`src/rtl/hpdmc_cmdseq.sv`:
```
// hpdmc_cmdseq: SDRAM command sequencer for HPDMC normal operation.
// Turns one-at-a-time word requests into PRECHARGE / ACTIVATE / READ / WRITE
// sequences with an open-page policy, and inserts periodic AUTO REFRESH.
module hpdmc_cmdseq #(
    parameter int sdram_depth       = 24,
    parameter int sdram_columndepth = 9
) (
    input  logic                   sys_clk,
    input  logic                   sys_rst,
    input  logic                   enable,
    input  logic [2:0]             tim_rp,
    input  logic [2:0]             tim_rcd,
    input  logic [10:0]            tim_refi,
    input  logic [3:0]             tim_rfc,
    input  logic                   cmd_stb,
    input  logic                   cmd_we,
    input  logic [sdram_depth-1:0] cmd_adr,
    output logic                   cmd_ack,
    input  logic                   dp_busy,
    output logic                   read_issue,
    output logic                   write_issue,
    output logic                   sdram_cs_n,
    output logic                   sdram_ras_n,
    output logic                   sdram_cas_n,
    output logic                   sdram_we_n,
    output logic [12:0]            sdram_adr,
    output logic [1:0]             sdram_ba
);

    localparam int ROW_W = sdram_depth - sdram_columndepth - 2;

    // State names the command most recently placed on the pins.
    typedef enum logic [2:0] {
        S_IDLE, S_PRECHARGE, S_ACTIVATE, S_RW, S_PREALL, S_REFRESH
    } state_t;

    typedef enum logic [2:0] {
        C_NOP, C_ACT, C_READ, C_WRITE, C_PRE, C_PREALL, C_REF
    } cmd_t;

    // {cs_n, ras_n, cas_n, we_n} for each command
    function automatic logic [3:0] pins_of(input cmd_t c);
        case (c)
            C_ACT:            return 4'b0011;
            C_READ:           return 4'b0101;
            C_WRITE:          return 4'b0100;
            C_PRE, C_PREALL:  return 4'b0010;
            C_REF:            return 4'b0001;
            default:          return 4'b1111;
        endcase
    endfunction

    state_t                       r_state, w_state_next;
    cmd_t                         w_cmd;
    logic [12:0]                  w_adr, r_adr;
    logic [1:0]                   w_ba, r_ba;
    logic [3:0]                   r_pins;
    logic                         r_ack, r_rd, r_wr;
    logic [3:0]                   r_wait;
    logic [10:0]                  r_refcnt;
    logic                         r_ref_pending;
    logic [3:0]                   r_open;
    logic [ROW_W-1:0]             r_row [4];

    logic [ROW_W-1:0]             w_row;
    logic [1:0]                   w_bank;
    logic [sdram_columndepth-1:0] w_col;
    logic                         w_hit, w_ready, w_any_open;

    assign w_row      = cmd_adr[sdram_depth-1 -: ROW_W];
    assign w_bank     = cmd_adr[sdram_columndepth +: 2];
    assign w_col      = cmd_adr[sdram_columndepth-1:0];
    assign w_hit      = r_open[w_bank] && (r_row[w_bank] == w_row);
    assign w_any_open = |r_open;
    // The counter holds tim_x during the command cycle, so <=1 here puts the
    // next command exactly max(tim_x,1) cycles after the previous one.
    assign w_ready    = !dp_busy && (r_wait <= 4'd1);

    assign {sdram_cs_n, sdram_ras_n, sdram_cas_n, sdram_we_n} = r_pins;
    assign sdram_adr   = r_adr;
    assign sdram_ba    = r_ba;
    assign cmd_ack     = r_ack;
    assign read_issue  = r_rd;
    assign write_issue = r_wr;

    // State register
    always_ff @(posedge sys_clk) begin
        // NOTE: registers take <= so every flop samples pre-edge values; = here would create order-dependent races.
        if (sys_rst) r_state <= S_IDLE;
        else         r_state <= w_state_next;
    end

    // Next state follows the command chosen this cycle
    always_comb begin
        // NOTE: default first so no path leaves the signal unassigned, which would infer a latch.
        w_state_next = r_state;
        if (!enable) begin
            w_state_next = S_IDLE;
        end else begin
            case (w_cmd)
                C_PRE:            w_state_next = S_PRECHARGE;
                C_PREALL:         w_state_next = S_PREALL;
                C_ACT:            w_state_next = S_ACTIVATE;
                C_READ, C_WRITE:  w_state_next = S_RW;
                C_REF:            w_state_next = S_REFRESH;
                default: if (r_state == S_RW || r_state == S_REFRESH) w_state_next = S_IDLE;
            endcase
        end
    end

    // Command selection and its address/bank for this cycle
    always_comb begin
        w_cmd = C_NOP;
        w_adr = r_adr;
        w_ba  = r_ba;
        if (enable && w_ready) begin
            unique case (r_state)
                S_IDLE, S_REFRESH, S_RW: begin
                    if (r_ref_pending) begin
                        w_cmd = w_any_open ? C_PREALL : C_REF;
                    end else if (cmd_stb && r_state != S_RW) begin
                        // The requester still holds cmd_stb during the ack
                        // cycle, so a request is never accepted in S_RW.
                        if (w_hit)               w_cmd = cmd_we ? C_WRITE : C_READ;
                        else if (r_open[w_bank]) w_cmd = C_PRE;
                        else                     w_cmd = C_ACT;
                    end
                end
                S_PRECHARGE: w_cmd = C_ACT;
                S_ACTIVATE:  w_cmd = cmd_we ? C_WRITE : C_READ;
                S_PREALL:    w_cmd = C_REF;
                default:     w_cmd = C_NOP;
            endcase
        end
        case (w_cmd)
            C_ACT:           begin w_adr = 13'(w_row); w_ba = w_bank; end
            C_READ, C_WRITE: begin w_adr = 13'(w_col); w_ba = w_bank; end
            C_PRE:           begin w_adr = '0;         w_ba = w_bank; end
            C_PREALL:        w_adr = 13'h400;
            default:         ;
        endcase
    end

    // Registered pins and handshake pulses
    always_ff @(posedge sys_clk) begin
        if (sys_rst) begin
            r_pins <= 4'b1111;
            r_adr  <= '0;
            r_ba   <= '0;
            r_ack  <= 1'b0;
            r_rd   <= 1'b0;
            r_wr   <= 1'b0;
        end else begin
            r_pins <= pins_of(w_cmd);
            r_adr  <= w_adr;
            r_ba   <= w_ba;
            r_ack  <= (w_cmd == C_READ) || (w_cmd == C_WRITE);
            r_rd   <= (w_cmd == C_READ);
            r_wr   <= (w_cmd == C_WRITE);
        end
    end

    // Inter-command wait counter; keeps running regardless of enable/dp_busy
    always_ff @(posedge sys_clk) begin
        if (sys_rst)                              r_wait <= '0;
        else if (w_cmd == C_ACT)                  r_wait <= {1'b0, tim_rcd};
        else if (w_cmd == C_PRE || w_cmd == C_PREALL) r_wait <= {1'b0, tim_rp};
        else if (w_cmd == C_REF)                  r_wait <= tim_rfc;
        else if (r_wait != 4'd0)                  r_wait <= r_wait - 4'd1;
    end

    // Refresh interval counter; an expiry in the REF cycle keeps the request
    always_ff @(posedge sys_clk) begin
        if (sys_rst || !enable) begin
            r_refcnt      <= tim_refi;
            r_ref_pending <= 1'b0;
        end else begin
            if (w_cmd == C_REF) r_ref_pending <= 1'b0;
            if (r_refcnt == 11'd0) begin
                r_refcnt      <= tim_refi;
                r_ref_pending <= 1'b1;
            end else begin
                r_refcnt <= r_refcnt - 11'd1;
            end
        end
    end

    // Open-bank flags; losing ownership of the SDRAM forgets every open row
    always_ff @(posedge sys_clk) begin
        if (sys_rst || !enable) begin
            r_open <= '0;
        end else begin
            case (w_cmd)
                C_PREALL: r_open         <= '0;
                C_PRE:    r_open[w_bank] <= 1'b0;
                C_ACT:    r_open[w_bank] <= 1'b1;
                default:  ;
            endcase
        end
    end

    // Open-row storage per bank
    always_ff @(posedge sys_clk) begin
        // NOTE: no reset on this storage; a row is only ever read while its r_open flag (which is reset) is set.
        if (w_cmd == C_ACT) r_row[w_bank] <= w_row;
    end

endmodule

```
`config.mk`:
```
export PLATFORM = sky130hd
export DESIGN_NAME = hpdmc_cmdseq
export DESIGN_NICKNAME = d
export VERILOG_FILES = /design/src/rtl/hpdmc_cmdseq.sv
export SDC_FILE = /design/constraint.sdc
export NUM_CORES = 1
export LEC_CHECK = 0
export CORE_ASPECT_RATIO = 1.1
export CORE_MARGIN = 1.5
export CORE_UTILIZATION = 31
export DETAILED_ROUTE_END_ITERATION = 6
export PLACE_DENSITY = 0.56
export SYNTH_ARGS = -nofsm -noshare
export SYNTH_HDL_FRONTEND = slang
export SYNTH_SLANG_ARGS = --single-unit
```
`constraint.sdc`:
```
create_clock -name sys_clk -period 11.2 [get_ports sys_clk]
set_input_delay 2.8 -clock sys_clk [delete_from_list [all_inputs] [get_ports sys_clk]]
set_output_delay 2.8 -clock sys_clk [all_outputs]
set_load 0.01 [all_outputs]
```
**Word-level counts from Yosys, hierarchy flattened**

Memories as Yosys holds them, arrays and structs flattened.
Index checks and enable logic that the tools add are counted.

- Add/subtract/negate cells: 2
- $mul: 0
- Div/mod/pow operators: 0
- $lt $le $gt $ge: 3
- Eq/ne operators: 13
- Shift-type cells: 0
- Mux-type cells: 27
- Bitwise gates (word level): 4
- Reductions and logical operators: 27

Operator list:

| operator | number |
|---|---|
| 13-bit one-hot mux with 4 select lines | 1 |
| 3-bit 2-to-1 mux | 8 |
| 11-bit 2-to-1 mux | 2 |
| 4-bit one-hot mux with 5 select lines | 1 |
| 3-bit == test, second input constant | 5 |
| 3-bit one-hot mux with 5 select lines | 1 |
| 13-bit == test | 1 |
| 3-bit by 2-bit == test with 1-bit output, second input constant | 4 |
| 3-bit one-hot mux with 4 select lines | 1 |
| 4-bit one-hot mux with 3 select lines | 1 |
| 4-bit nonzero test | 3 |
| 11-bit zero test | 1 |
| 11-bit by 1-bit subtractor with 11-bit output, second input constant | 1 |
| 4-bit 2-to-1 mux | 2 |
| 4-bit OR reduction | 2 |
| 1-bit 2-to-1 mux | 7 |
| 3-bit by 1-bit == test with 1-bit output, second input constant | 2 |
| 6-bit nonzero test | 1 |
| 2-bit OR reduction | 3 |
| 3-bit OR reduction | 2 |
| 1-bit logical AND | 5 |
| 4-bit bitwise AND | 1 |
| 4-bit by 1-bit less-or-equal comparator with 1-bit output, second input constant | 1 |
| 1-bit logical OR | 4 |
| 14 further kinds | 16 |

- Register bits after elaboration: 45
- Latch bits: 0
- Memory bits (writable): 52
- Bits in read-only memories: 0
- Bits of input ports: 51
- Output and inout bits: 22
- Logic and storage cells: 89
- Memories kept: 1

Memories:

| memory | words | bits a word | rd ports | clocked after memory_dff | write ports | line | source |
|---|---|---|---|---|---|---|---|
| r_row | 4 | 13 | 1 | 0 | 1 | 63 | `logic [ROW_W-1:0] r_row [4];` |

**Depth between registers and ports, before layout**

- Depth in word-level cells: 12
- Mapped depth: 10
- Mapped depth without buffers: 8

**Least setup slack after synthesis**

OpenSTA, ideal clock, no wires.

- Path type: input to register
- From: input cmd_adr[9]
- To: memory r_row[0][0] in the netlist's numbering, enable pin
- Setup time: 0.400 ns
- Arrival time: 5.338 ns
- Required time: 10.800 ns
- Setup slack: 5.462 ns
- Cell stages on the path: 7
- Path buffers: 1
- Cell sequence: mux4_1 -> nor2b_1 -> o32ai_2 -> and2_1 -> buf_2 -> nand2_1 -> nor3_1

- Word-level cells in the longest chain between the ends: 11
- Elaborated cells on any way between the ends: 14
- Those cells by class: eq/ne: 2; mux: 10; reduce/logical: 1; memory: 1

Ends and longest elaborated chain:

| item | line | source |
|---|---|---|
| from (decl) | 17 | `input logic [sdram_depth-1:0] cmd_adr,` |
| memory 4 x 13 bit / 1-bit binary-select mux with 2-bit select (equally long branches) | n/a |  |
| 13-bit == test / 1-bit 2-to-1 mux (equally long branches) | 73, 125 |  |
| 1-bit logical AND / 3-bit 2-to-1 mux (equally long branches) | 73, 125 |  |
| 3-bit 2-to-1 mux | 124 | `if (w_hit) w_cmd = cmd_we ? C_WRITE : C_READ;` |
| 3-bit 2-to-1 mux | 121 | `end else if (cmd_stb && r_state != S_RW) begin` |
| 3-bit 2-to-1 mux | 119 | `if (r_ref_pending) begin` |
| 3-bit one-hot mux with 4 select lines | 117 | `unique case (r_state)` |
| 3-bit 2-to-1 mux | 116 | `if (enable && w_ready) begin` |
| 3-bit by 1-bit == test with 1-bit output | 205 | `if (w_cmd == C_ACT) r_row[w_bank] <= w_row;` |
| 1-bit 2-to-1 mux | 205 |  |
| 1-bit 2-to-1 mux (not written as such) | 205 |  |
| to (decl) | 63 |  |

Several ways; a longest one is shown, not always the timed one. The select of a mux whose other input is x is not followed.

**Worst setup path after layout**

- From: input cmd_adr[10]
- To: memory r_row[1][12] in the netlist's numbering, enable pin

Same word-level chain as after synthesis.

==> impl_metrics.toml <==
[timing]
period_share_pct = 62.1
rsz0062_at_grt = "false"
period_minus_slack_ps = 6950
finalSetupTns_ps = 0
hold_violations = 0
setup_viol = 0
tightest_slew_ps = 1120
timing.fmax_ghz = 0.144
max_slew_margin_pct = 24.9
slew_viol_final = 0
fin_worst_skew_ps = 5.30

[floorplan]
dieArea_um2 = 15700
die_w_um = 120
rows = 46
initial_utilization_pct = 31.9
core-area_um2 = 14500
io_pins = 73
dieHeight_um = 131

[global_route]
grt_pass1_vias = 3389
grt_use_total_pct = 15.3
grt_start_max_net_pins = 24
antenna_found_initial = 0
grt_overflow_total = 0
grt_pass1_wl_um = 18400

[drt]
drt-total-wl_um = 11800
drt_iter0_drc = 234
vias = 3425
routedWlPerCell_um = 18.0
viasPerCell = 5.24
postRouteAntennaNets = 0
route.detailed.drc = 0
drt_first_pass_iters = 4

[setup_path]
criticalPathCategory = "in2reg"
cp-startpoint = "cmd_adr[10]"
cp_slowest_cell = "clkdlybuf4s50_1"
r2r-end = "r_row[1][12]$_DFFE_PP_"
arrival_ps = 6910
critPathMaxFanout = 20
critPathRequiredTime_ps = 11160
rr_worst_depth = 6
endpoint = "r_row[1][12]$_DFFE_PP_"
r2r-start = "r_wait[2]$_SDFFE_PP0P_"
critPathMaxStageDelay_ps = 1020
reg2reg_slack_ps = 7260
startpoint_type = "input pin"
cp-end-kind = "flop"
crit_path_cell_trace = "clkdlybuf4s50_1, mux4_1, nor2b_1, o32ai_2, and2_1, nand2_1, nor2_1"

[placed_design]
dp_hpwl_um = 8810
io_buffers = 72
place_congestion = 0.859

[pwr]
p_sw_mw = 0.251
power_frac_seq_pct = 45.7
combPwrFrac_pct = 19.1
leakage_nw = 1.98
swShare_pct = 27.5
p_int_mw = 0.661
ir_drop_uv = 83.8
power.density_nw_per_um2 = 157
clockPowerShare_pct = 35.2

[cells_and_area]
final_core_util_pct = 40.0
finalNetCount = 511
n_antenna_cell = 0
multi_input_area_um2 = 2000
drive_gt1_share_pct = 12.1
fillers = 1422
area_delta_synth_final_pct = 25.4
regArea_um2 = 2460

[synth]
seq_area_frac_synth_pct = 53.2
yosysUniqueCellTypes = 65
synth-seq-cells = 97
ys_warn_count = 0
synth.top_cell.area_share_pct = 33.7
synthCells = 391
synthTopCellsByArea = "edfxtp_1, dfxtp_1, mux4_2, nand2_1, a221oi_2"
synth-main-ff-cell = "edfxtp_1"
synth_edf_count = 52
synthesis.area_um2 = 4630
synth_nets = 445
synth_largest_area_cell = "edfxtp_1"
syn_area_per_cell_um2 = 11.8
postSynth.asyncResetShare_pct = 0

[clock_network]
clk_path_buf_depth = 2
postCtsResizedCells = 0
cts-root-buf = "clkbuf_16"
clkLatencyLatePin_ps = 340
h-tree-depth = 3
post-cts-setup-buffers = 0
cts_sinks = 97
hold_buffers = 0
clk_pin_slew_ps = 70
tritoncts = "yes"
cts_made_buffers = 9

[hold_path]
holdCritPathClass = "reg2reg"

[flow_run]
max_cap_viol_count = 0

[status]
outcome = "completed"
cells in the mapped netlist (3+ instances only):
cell type,n
edfxtp_1,52
dfxtp_1,45
nand2_1,45
nor2_1,31
inv_1,16
o21ai_0,15
xor2_1,15
mux4_2,13
o211ai_1,12
clkbuf_1,11
a221oi_2,10
a21oi_1,9
xnor2_1,8
nand3_1,7
nor3_1,7
a31oi_1,5
nand2b_1,5
buf_2,4
buf_6,4
nor4_1,4
a21o_1,3
a41oi_1,3
ha_1,3
mux2i_1,3
nand4_1,3
nor2b_1,3
o22ai_1,3
stage by stage:
stage / instances / area [um^2] / worst slack (ps) / power [mW] / hold slack (ps)
6_report: 654 / 5810 / 4250 / 0.912 / 467
3_5_place_dp: 638 / 5500 / 3860 / 0.598 / 460
4_1_cts: 654 / 5810 / 4220 / 0.920 / 470
5_1_grt: 654 / 5810 / 3940 / 0.951 / 494
3_3_place_gp: 638 / 5500 / 3970 / 0.597 / 455
2_1_floorplan: 391 / 4630 / 5460 / 0.534 / 434
worst min-delay path by stage:
stage | startpoint | endpoint | slack [ps] | cells after the start
2_1_floorplan | r_open[1]$_SDFFE_PP0P_ | r_open[1]$_SDFFE_PP0P_ | 430 | 2
4_1_cts | r_refcnt[10]$_DFF_P_ | r_refcnt[10]$_DFF_P_ | 470 | 2
5_1_grt | sdram_ba[1]$_SDFFE_PP0P_ | sdram_ba[1]$_SDFFE_PP0P_ | 490 | 2
3_3_place_gp | r_refcnt[10]$_DFF_P_ | r_refcnt[10]$_DFF_P_ | 450 | 2
3_5_place_dp | r_refcnt[10]$_DFF_P_ | r_refcnt[10]$_DFF_P_ | 460 | 2
6_report | r_refcnt[10]$_DFF_P_ | r_refcnt[10]$_DFF_P_ | 470 | 2
registers in the layout, indices dropped and copies added, names as in the netlist:
signal         cells
write_issue        1
r_open             4
r_state            3
sdram_adr         13
r_refcnt          11
sdram_ba           2
r_wait             4
r_ref_pending      1
r_row             52
r_pins             4
cmd_ack            1
read_issue         1
worst max-delay path: cells and delay by family:
kind                   cells  cell delay (ps)
multiplexers               1              450
AND/OR/NAND/NOR            4             2130
AO/OA/AOI/OAI              1              490
buffers and inverters      1             1020
layer usage:
metal	vias to the layer above	part of all wire [%]	GRT usage (%)
met1	1702	47	21.0
met3	8	3.5	2.39
li1	1622	-	-
met2	93	48	24.6
met4	0	1.2	4.89
met5	-	0	0
layout make-up:
class / instances / area share (%)
clock buffer: 9 / 3.88
timing repair buffer: 74 / 12.7
clock inverter: 7 / 1.42
sequential: 97 / 42.4
multi-input combinational: 258 / 34.4
tap: 192 / 4.14
inverter: 17 / 1.10
power groups by stage:
stage	sequential [mW]	clock (mW)	combinational, mW
5_1_grt	0.419	0.340	0.192
2_1_floorplan	0.422	0	0.112
4_1_cts	0.416	0.329	0.175
3_5_place_dp	0.424	0	0.174
3_3_place_gp	0.424	0	0.173
6_report	0.417	0.321	0.174
layout by cell type, fill, tap and decap left out, types with 3 or more instances in the layout:
| master | count |
|---|---|
| a221oi_2 | 10 |
| nor3_1 | 7 |
| nand2_1 | 45 |
| nand2b_1 | 5 |
| a21oi_1 | 9 |
| o211ai_1 | 12 |
| ha_1 | 3 |
| nand4_1 | 3 |
| mux2i_1 | 3 |
| clkdlybuf4s50_1 | 72 |
| o22ai_1 | 3 |
| edfxtp_1 | 52 |
| inv_1 | 16 |
| nor2_1 | 31 |
| xnor2_1 | 8 |
| dfxtp_1 | 45 |
| a21o_1 | 3 |
| o21ai_0 | 14 |
| nand3_1 | 7 |
| o21ai_1 | 3 |
| a41oi_1 | 3 |
| mux4_2 | 13 |
| nor4_1 | 4 |
| a31oi_1 | 5 |
| inv_6 | 3 |
| clkbuf_16 | 9 |
| nor2b_1 | 3 |
| xor2_1 | 15 |
logic make-up after synthesis:
family / after synthesis / share of synthesized area (%)
simple gates: 124 / 13.9
flops: 97 / 53.2
compound gates: 90 / 16.2
buf+inv: 36 / 3.68
xor+xnor: 23 / 4.35
mux: 17 / 7.54
fa+ha+maj: 4 / 1.03
Note: power is estimated with default switching activity, not from simulation.
